===== config.mk =====
export PLATFORM = sky130hd
export DESIGN_NAME = seq_pattern_gen
export DESIGN_NICKNAME = d
export VERILOG_FILES = /design/src/rtl/seq_pattern_gen.sv
export SDC_FILE = /design/constraint.sdc
export NUM_CORES = 1
export LEC_CHECK = 0
export CORE_ASPECT_RATIO = 1.5
export CORE_MARGIN = 8
export CORE_UTILIZATION = 34
export CTS_CLUSTER_SIZE = 20
export DETAILED_ROUTE_END_ITERATION = 8
export PLACE_DENSITY = 0.52
export SYNTH_ARGS = -nofsm -noshare
export SYNTH_HDL_FRONTEND = slang
export SYNTH_SLANG_ARGS = --single-unit

===== constraint.sdc =====
create_clock -name clk -period 4.3 [get_ports clk]
set_input_delay 0.86 -clock clk [delete_from_list [all_inputs] [get_ports clk]]
set_output_delay 0.86 -clock clk [all_outputs]
set_load 0.01 [all_outputs]

===== src/rtl/seq_pattern_gen.sv =====
// Serial pattern transmitter: sends PATTERN MSB-first repeat_cnt times, with gap_len zero bits between frames.
// Optional macro PARITY_BIT_EN appends an even-parity bit to every frame.
module seq_pattern_gen #(
  parameter int               PAT_W   = 4,
  parameter logic [PAT_W-1:0] PATTERN = 4'b1001,
  parameter int               CNT_W   = 8
) (
  input  logic             clk,
  input  logic             reset,
  input  logic             start,
  input  logic             abort,
  input  logic [CNT_W-1:0] repeat_cnt,
  input  logic [CNT_W-1:0] gap_len,
  output logic             dout,
  output logic             dout_valid,
  output logic             busy,
  output logic             done,
  output logic [CNT_W-1:0] frames_sent
);

`ifdef PARITY_BIT_EN
  localparam int                 FRAME_W = PAT_W + 1;
  localparam logic [FRAME_W-1:0] FRAME   = {PATTERN, ^PATTERN};
`else
  localparam int                 FRAME_W = PAT_W;
  localparam logic [FRAME_W-1:0] FRAME   = PATTERN;
`endif

  localparam int               IDX_W   = $clog2(FRAME_W);
  localparam logic [IDX_W-1:0] IDX_TOP = IDX_W'(FRAME_W - 1);

  localparam logic [1:0] IDLE  = 2'd0;
  localparam logic [1:0] SHIFT = 2'd1;
  localparam logic [1:0] GAP   = 2'd2;
  localparam logic [1:0] DONE  = 2'd3;

  logic [1:0]       state;
  logic [IDX_W-1:0] bit_idx;
  logic [CNT_W-1:0] rem_cnt;
  logic [CNT_W-1:0] gap_reg;
  logic [CNT_W-1:0] gap_ctr;

  always_ff @(posedge clk) begin
    if (reset) begin
      state       <= IDLE;
      bit_idx     <= '0;
      rem_cnt     <= '0;
      gap_reg     <= '0;
      gap_ctr     <= '0;
      frames_sent <= '0;
    end else begin
      case (state)
        IDLE: begin
          if (start) begin
            frames_sent <= '0;
            if (repeat_cnt != '0) begin
              rem_cnt <= repeat_cnt;
              gap_reg <= gap_len;
              bit_idx <= IDX_TOP;
              state   <= SHIFT;
            end else begin
              state <= DONE;
            end
          end
        end
        SHIFT: begin
          // Abort wins even on the last bit: a frame only counts once the state machine moves past it.
          if (abort) begin
            state <= IDLE;
          end else if (bit_idx == '0) begin
            frames_sent <= frames_sent + CNT_W'(1);
            rem_cnt     <= rem_cnt - CNT_W'(1);
            if (rem_cnt == CNT_W'(1)) begin
              state <= DONE;
            end else if (gap_reg == '0) begin
              bit_idx <= IDX_TOP;
            end else begin
              gap_ctr <= gap_reg;
              state   <= GAP;
            end
          end else begin
            bit_idx <= bit_idx - IDX_W'(1);
          end
        end
        GAP: begin
          if (abort) begin
            state <= IDLE;
          end else if (gap_ctr == CNT_W'(1)) begin
            bit_idx <= IDX_TOP;
            state   <= SHIFT;
          end else begin
            gap_ctr <= gap_ctr - CNT_W'(1);
          end
        end
        default: state <= IDLE;
      endcase
    end
  end

  assign busy       = (state == SHIFT) || (state == GAP);
  assign dout_valid = busy;
  assign dout       = (state == SHIFT) && FRAME[bit_idx];
  assign done       = (state == DONE);

endmodule


Word level (Yosys, flattened, before mapping)
Index checks and enable logic that the tools add are counted.
{"block": "word_totals", "regBits": 36, "input_bits": 20, "wordCells": 81}
{"block": "op_classes", "add_sub_neg": 4, "order_cmp": 1, "eq_ne": 19, "mux": 36, "n_reduce_logical": 15}
{"cell": "$mux W8", "count": 13}
{"cell": "$pmux W8 S2", "count": 3}
{"cell": "$mux W2", "count": 16}
{"cell": "$ne A2 B2 Y1 const B", "count": 9}
{"cell": "$eq A8 B1 Y1 const B", "count": 2}
{"cell": "$sub A8 B1 Y8 const B", "count": 2}
{"cell": "$ne A3 B3 Y1 const B", "count": 4}
{"cell": "$pmux W2 S3", "count": 2}
{"cell": "$add A8 B1 Y8 const B", "count": 1}
{"cell": "$logic_not A8 Y1", "count": 1}
{"cell": "$reduce_and A4 Y1", "count": 2}
{"cell": "$reduce_and A8 Y1", "count": 1}
{"cell": "$reduce_bool A8 Y1", "count": 1}
{"cell": "$reduce_and A7 Y1", "count": 1}
{"cell": "$reduce_and A5 Y1", "count": 1}
{"cell": "$eq A2 B2 Y1 const B", "count": 2}
{"cell": "$logic_not A2 Y1", "count": 2}
{"cell": "$ne A4 B4 Y1 const B", "count": 1}
{"cell": "$reduce_bool A2 Y1", "count": 2}
{"cell": "$lt A2 B3 Y1 const B", "count": 1}
{"cell": "$reduce_and A3 Y1", "count": 1}
{"cell": "$reduce_bool A3 Y1", "count": 1}
{"cell": "$bmux W1 S2", "count": 1}
{"cell": "$eq A2 B1 Y1 const B", "count": 1}
{"cell": "4 further kinds", "count": 4}

Depth between registers and ports, before layout
Gate-level depths: netlist of the first run.
{"block": "depth", "word_depth": 6, "depth_mapped": 8, "ltp_nobuf": 7}

Least setup slack after synthesis of the first run
No wires, ideal clock.
{"block": "synth_path", "kind": "reg2out", "from": "register state[1]", "to": "output port dout", "arrival_ns": 1.160, "t_required_ns": 3.440, "setup_slack_ns": 2.280, "stages_incl_launch_ff": 6, "path_cell_list": "dfxtp_1 > inv_1 > ha_1 > inv_1 > clkbuf_1 > nor2_1"}
{"block": "synth_via", "elab_chain_len": 2}
{"element": "start: declaration", "line_no": "37", "text": "logic [1:0] state;"}
{"element": "start signal: assignment", "line_no": "45", "text": "state <= IDLE;"}
{"element": "start signal: assignment", "line_no": "60", "text": "state <= SHIFT;"}
{"element": "start signal: assignment", "line_no": "62", "text": "state <= DONE;"}
{"element": "$eq A2 B1 Y1", "line_no": "102", "text": "assign dout = (state == SHIFT) && FRAME[bit_idx];"}
{"element": "$logic_and A1 B1 Y1", "line_no": "102"}
{"element": "end: declaration", "line_no": "14", "text": "output logic dout,"}
No other way between the ends.

Worst setup path after layout of the first run
Same ends and word-level chain as after synthesis.

==> results of run 1 <==
[critical path, stage by stage, from the launching register on]
cell and delay [ns]:
dfxtp_1 0.36, inv_1 0.09, ha_1 0.18, buf_4 0.21, inv_1 0.40, nor2_1 0.10, clkdlybuf4s50_1 0.49
[final cells by class]
type                            count  area share
Clock inverter                      2      0.0134
Timing Repair Buffer               34       0.127
Sequential cell                    36       0.276
Inverter                           15      0.0216
Tap cell                           74      0.0355
Multi-Input combinational cell    199       0.498
Clock buffer                        6      0.0278
[through the flow]
| step | setup slack, ns | area, um^2 | total power, mW | hold WS (ns) | cells |
|---|---|---|---|---|---|
| floorplan | 2.28 | 2130 | 0.974 | 0.430 | 262 |
| global placement | 1.50 | 2500 | 1.17 | 0.458 | 358 |
| detailed placement | 1.53 | 2500 | 1.17 | 0.459 | 358 |
| CTS | 1.28 | 2610 | 1.47 | 0.471 | 366 |
| global route | 1.16 | 2610 | 1.57 | 0.499 | 366 |
| finish | 1.30 | 2610 | 1.46 | 0.464 | 366 |
[cell families after synthesis]
| logic type | synth area share |
|---|---|
| AO/OA/AOI/OAI | 0.230 |
| AND/OR/NAND/NOR | 0.244 |
| XOR/XNOR | 0.0247 |
| flip-flops | 0.338 |
| buffers and inverters | 0.0511 |
| adder cells (fa/ha/maj) | 0.0587 |
| multiplexers | 0.0540 |
[synth_stat cells, types with 6 or more instances]
cell type,n
nand2_1,23
nor2_1,39
inv_1,14
a21oi_1,18
dfxtp_1,36
xor2_1,6
mux2i_1,10
o21ai_0,13
o311ai_0,6
nand3_1,6
ha_1,10
clkbuf_1,8
[final timing paths]
check | depth (start not counted) | startpoint | end | slack, ns
min reg2reg | 2 | bit_idx[1] | bit_idx[1] | 0.46
max reg2reg | 6 | state[0] | gap_ctr[3] | 1.86
max | 6 | state[1] | dout | 1.30
min | 2 | bit_idx[1] | bit_idx[1] | 0.46
[routing by layer]
metal	routed length, um	GRT usage	share of wire	vias to the layer above
li1	-	-	-	1004
met1	2310	0.139	0.40	945
met2	3130	0.239	0.54	30
met3	193	0.0302	0.033	9
met4	136	0.0537	0.024	0
met5	0	0	0	-
[report_power, final]
| part | switching [mW] | internal [mW] | leakage, nW |
|---|---|---|---|
| registers | 0.0747 | 0.403 | 0.294 |
| logic | 0.410 | 0.276 | 0.609 |
| clock network | 0.127 | 0.172 | 0.0552 |
| total | 0.611 | 0.851 | 0.958 |
==> flow_summary.ini, run 1 <==
[status]
status = finished, final reports clean

[route]
vias = 1988
drc_errors = 0
dr.pass1.iters = 4
wirelength_um = 5770
antenna_left = 0
vias_per_cell = 5.43
avgRoutedWirePerCell_um = 15.8
dr.first_iter.drc_count = 103

[die]
rows = 35
die_height_um = 113
die_w_um = 80.6
io_pins = 32
start_util = 0.350
core_um2 = 6090
die_area_um2 = 9110

[timing]
finalSetupViolCount = 0
timing.final.crit_share = 0.697
slew_violations = 0
clock_skew_ns = 0.00667
hold_viol = 0
finalCriticalPeriod_ns = 3.00
worst_slew_pin_slew_ns = 0.644
relSlewSlack = 0.571
grt_setup_unrepaired = false
finalSetupTns_ns = 0
fmax_ghz = 0.334

[yosys]
yosysTopAreaCell = dfxtp_1
yosys_warnings = 0
ys_types = 50
synth-async-reset-ratio = 0
synth.top_cell.area_share = 0.338
netlist_instances = 262
ys_seq_area_frac = 0.338
synth_edf_count = 0
synth_area_leaders = dfxtp_1 (34%), nor2_1 (6.9%), ha_1 (5.9%)
synth-seq-cells = 36
synth_area_um2 = 2130
synth.avg_cell_area_um2 = 8.13
ys.flop_type = dfxtp_1
syn_nets = 292

[place]
portBuffers = 31
hpwl_um = 4320
place.gp.congestion = 0.825

[setup_path]
crit_required_ns = 3.44
worstSetupPathType = reg -> out
critPathCaptureType = primary output
cp_max_fo = 22
startpoint_type = flop
arrival_ns = 2.14

[power]
power.density_nw_per_um2 = 560
p_leak_nw = 0.958
ir_drop_uv = 253

[clock_tree]
cts_sinks = 36
cts_root_buffer = clkbuf_8
cts_buffers = 5
cts_tree = built
cts_hold_buf = 0
clkSlewWorstSetupHoldPaths_ns = 0.07
insertion_delay_ns = 0.29
cts_setup_buffers = 0
clk_path_buf_depth = 2
htree_levels = 2
cts-resized-gates = 0

[grt]
grt_pass1_vias = 1990
overflow = 0
grt_pass1_wl_um = 9650
grt_max_degree = 23
antenna_found_initial = 0
grt_usage = 0.132

[layout]
multi_input_area_um2 = 1300
seqCellArea_um2 = 721
drive_gt1_frac = 0.0753
area_growth_pct = 22.5
final_cell_mix = nor2_1 (39), dfxtp_1 (36), clkdlybuf4s50_1 (31)
fin_nets = 321
fin_util = 0.429
n_fill_cell = 647
final_common_cell = nor2_1
num_antenna_cells = 0

[worst_hold_path]
hold_path.class = reg -> reg

[run]
maxCapViolCount = 0
No activity file was read; power rests on OpenSTA's default activity.
==> run 2: changes to the inputs <==
Settings changed: PLACE_DENSITY 0.52 to 0.54.
Clock period 4.3 ns to 2.6 ns, I/O delays scaled along.
==> flow_summary.ini, run 2 (synthesized netlist as in run 1, its figures left out) <==
[status]
status = finished, final reports clean

[place]
portBuffers = 31
hpwl_um = 4240
dpl-instance-area_um2 = 2530
place.gp.congestion = 0.866

[grt]
overflow = 0
grt_max_degree = 15
grt_pass1_wl_um = 9270
grt_usage = 0.128
grt_pass1_vias = 1958
antenna_found_initial = 0

[setup_path]
cp_common_cell = inv_1
path_delay_family = buffers and inverters
reg2reg_from = state[0]
cp_num_buf_inv = 3
crit_chain = inv_1 -> ha_1 -> inv_1 -> nor2_1 -> clkdlybuf4s50_1
worstSetupPathType = reg -> out
cp-startpoint = state[1]
crit_required_ns = 2.08
cpPeakStageDelay_ns = 0.54
cp_max_fo = 9
critPathCaptureType = primary output
cp_slowest_cell = clkdlybuf4s50_1
startpoint_type = flop
arrival_ns = 1.82

[timing]
relSlewSlack = 0.571
hold_viol = 0
finalCriticalPeriod_ns = 2.34
timing.final.crit_share = 0.901
grt_setup_unrepaired = false
finalSetupTns_ns = 0
worst_slew_pin_slew_ns = 0.643
finalSetupViolCount = 0
slew_violations = 0
whs_ns = 0.468
clock_skew_ns = 0.00557
fmax_ghz = 0.427

[route]
drc_errors = 0
dr.first_iter.drc_count = 106
wirelength_um = 5510
vias = 1980
vias_per_cell = 5.35
antenna_left = 0
avgRoutedWirePerCell_um = 14.9
dr.pass1.iters = 4

[layout]
final_common_cell = nor2_1
num_antenna_cells = 0
n_fill_cell = 620
final_cell_mix = nor2_1 (39), dfxtp_1 (36), clkdlybuf4s50_1 (31)
area_growth_pct = 24.1
drive_gt1_frac = 0.0912
final_area_um2 = 2650
fin_nets = 325

[power]
ir_drop_uv = 323
clkPwrFrac = 0.207
p_sw_frac = 0.415
power_frac_comb = 0.471
pwr-share-seq = 0.321
power.density_nw_per_um2 = 923
p_leak_nw = 0.975
p_sw_mw = 1.01
p_int_mw = 1.43

[die]
start_util = 0.350
io_pins = 32
rows = 35
core_um2 = 6090
die_area_um2 = 9110
die_w_um = 80.6
die_height_um = 113

[clock_tree]
cts_hold_buf = 0
insertion_delay_ns = 0.30
clk_path_buf_depth = 2
cts-resized-gates = 0
cts_sinks = 36
clkSlewWorstSetupHoldPaths_ns = 0.08
htree_levels = 2
cts_root_buffer = clkbuf_8
cts_tree = built
cts_buffers = 5
cts_setup_buffers = 0

[worst_hold_path]
holdCritStartpoint = bit_idx[1]
hold_path.class = reg -> reg

[run]
maxCapViolCount = 0
## run 2: area by class of cell
cell class	count	area, um^2	share of cell area
timing repair buffer	38	363	0.137
tap	74	92.6	0.0350
multi-input combinational	199	1300	0.492
clock inverter	3	42.5	0.0161
sequential	36	721	0.272
clock buffer	5	68.8	0.0260
inverter	15	56.3	0.0213
## run 2: through the flow
step	utilization	setup WS, ns	cells	power [mW]
after global routing	0.435	0.129	370	2.66
final	0.435	0.257	370	2.44
after floorplan	-	0.887	262	1.61
after detailed placement	0.416	0.276	362	1.96
after CTS	0.435	0.214	370	2.47
after global placement	0.416	0.232	362	1.96
## run 2: worst register-to-register path, cell delays in order, from the launching register on
cell,delay (ns)
dfxtp_1,0.35
inv_1,0.09
ha_1,0.48
inv_1,0.14
o21ai_2,0.39
or2_1,0.36
o21ai_0,0.17
## run 2: final timing paths
| kind | to | slack (ns) | cells after the start |
|---|---|---|---|
| hold reg to reg | bit_idx[1] | 0.47 | 2 |
| hold / removal | bit_idx[1] | 0.47 | 2 |
| setup / recovery | dout | 0.26 | 5 |
| setup reg to reg | gap_ctr[3] | 0.49 | 6 |
## run 2: power by group through the flow
stage	sequential, mW	clock, mW	combinational [mW]
floorplan	0.767	0	0.844
global placement	0.797	0	1.16
detailed placement	0.797	0	1.16
CTS	0.785	0.522	1.16
global route	0.802	0.553	1.30
finish	0.784	0.506	1.15
## run 2: layer usage
layer	part of all wire	routed length, um	GRT usage
met1	0.41	2250	0.133
met2	0.54	2960	0.230
met3	0.037	205	0.0325
met4	0.017	91	0.0561
met5	0	0	0
==> run 3: changes to the inputs <==
Settings changed: CELL_PAD_IN_SITES_DETAIL_PLACEMENT set to 0, CELL_PAD_IN_SITES_GLOBAL_PLACEMENT set to 2, CORE_UTILIZATION 34 to 29, PLACE_DENSITY 0.54 to 0.74.
==> flow_summary.ini, run 3 (synthesized netlist as in run 1, its figures left out) <==
[status]
status = finished, final reports clean

[grt]
antenna_found_initial = 0
grt_max_degree = 17
grt_usage = 0.121
grt_pass1_wl_um = 9990
grt_pass1_vias = 1988
overflow = 0

[power]
p_sw_mw = 1.03
p_sw_frac = 0.419
total_power_mw = 2.45
clkPwrFrac = 0.202
p_leak_nw = 0.977
power.density_nw_per_um2 = 916
pwr-share-seq = 0.320
ir_drop_uv = 310
p_int_mw = 1.42
power_frac_comb = 0.478

[clock_tree]
clk_path_buf_depth = 2
cts-resized-gates = 0
cts_sinks = 36
htree_levels = 2
cts_buffers = 5
cts_root_buffer = clkbuf_8
cts_setup_buffers = 0
cts_tree = built
clkSlewWorstSetupHoldPaths_ns = 0.08
cts_hold_buf = 0
insertion_delay_ns = 0.29

[layout]
num_antenna_cells = 0
area_growth_pct = 25.5
final_area_um2 = 2670
n_fill_cell = 761
fin_cells = 396
drive_gt1_frac = 0.0878
final_common_cell = nor2_1
fin_nets = 325
final_cell_mix = nor2_1 (39), dfxtp_1 (36), clkdlybuf4s50_1 (31)

[timing]
slew_violations = 0
timing.final.crit_share = 0.892
finalSetupTns_ns = 0
clock_skew_ns = 0.00572
relSlewSlack = 0.559
grt_setup_unrepaired = false
finalSetupViolCount = 0
worst_slew_pin_slew_ns = 0.661
fmax_ghz = 0.431
finalCriticalPeriod_ns = 2.32
hold_viol = 0

[die]
rows = 38
die_area_um2 = 10400
die_w_um = 86.0
start_util = 0.297
io_pins = 32
core_um2 = 7180
die_height_um = 121

[place]
dpl-instance-area_um2 = 2570
portBuffers = 31
place.gp.congestion = 0.763
hpwl_um = 4570
post-place-cells = 388

[route]
avgRoutedWirePerCell_um = 15.1
vias_per_cell = 4.99
wirelength_um = 5980
dr.first_iter.drc_count = 81
antenna_left = 0
vias = 1977
dr.pass1.iters = 4
drc_errors = 0

[worst_hold_path]
hold_path.class = reg -> reg

[run]
maxCapViolCount = 0

[setup_path]
startpoint_type = flop
crit_required_ns = 2.08
worstSetupPathType = reg -> out
arrival_ns = 1.80
critPathCaptureType = primary output
cp_max_fo = 7
[run 3: cell types whose count changed in the layout (fill, tap and decap cells not counted)]
| cell | before | now |
|---|---|---|
| clkinvlp_4 | 1 | 0 |
| clkbuf_1 | 0 | 1 |
[run 3: worst max-delay path, stage by stage (launching register included)]
cell	delay [ns]
dfxtp_1	0.33
inv_1	0.10
ha_1	0.33
inv_1	0.09
nor2_1	0.12
clkdlybuf4s50_1	0.54
[run 3: metal layers]
| metal | track usage | vias to the layer above | share of wire | wire [um] |
|---|---|---|---|---|
| met5 | 0 | - | 0 | 0 |
| met4 | 0.0507 | 0 | 0.017 | 100 |
| met3 | 0.0292 | 9 | 0.036 | 214 |
| met2 | 0.222 | 28 | 0.54 | 3210 |
| met1 | 0.127 | 928 | 0.41 | 2460 |
| li1 | - | 1012 | - | - |
[run 3: power groups by stage]
stage | clock network (mW) | logic, mW | registers [mW]
2_1_floorplan | 0 | 0.844 | 0.767
3_3_place_gp | 0 | 1.19 | 0.797
3_5_place_dp | 0 | 1.18 | 0.798
4_1_cts | 0.518 | 1.19 | 0.785
5_1_grt | 0.533 | 1.32 | 0.804
6_report | 0.496 | 1.17 | 0.783
[run 3: worst paths after layout]
check             startpoint         end  slack [ns]  cells past startpoint
setup / recovery    state[1]        dout        0.28                      5
hold reg to reg   bit_idx[1]  bit_idx[1]        0.47                      2
setup reg to reg    state[0]  gap_ctr[3]        0.47                      6
hold / removal    bit_idx[1]  bit_idx[1]        0.47                      2
[run 3: final cells by class]
| cell class | count | area [um^2] | area share |
|---|---|---|---|
| timing repair buffer | 38 | 363 | 0.136 |
| inverter | 15 | 56.3 | 0.0211 |
| clock inverter | 2 | 35.0 | 0.0131 |
| sequential | 36 | 721 | 0.270 |
| multi-input combinational | 199 | 1300 | 0.487 |
| clock buffer | 6 | 72.6 | 0.0271 |
| tap | 100 | 125 | 0.0468 |
[run 3: per-stage QoR]
stage | worst slack [ns] | hold WS, ns | utilization
floorplan | 0.887 | 0.430 | -
global placement | 0.247 | 0.450 | 0.357
detailed placement | 0.251 | 0.457 | 0.357
CTS | 0.251 | 0.469 | 0.372
global route | 0.169 | 0.498 | 0.372
finish | 0.281 | 0.467 | 0.372
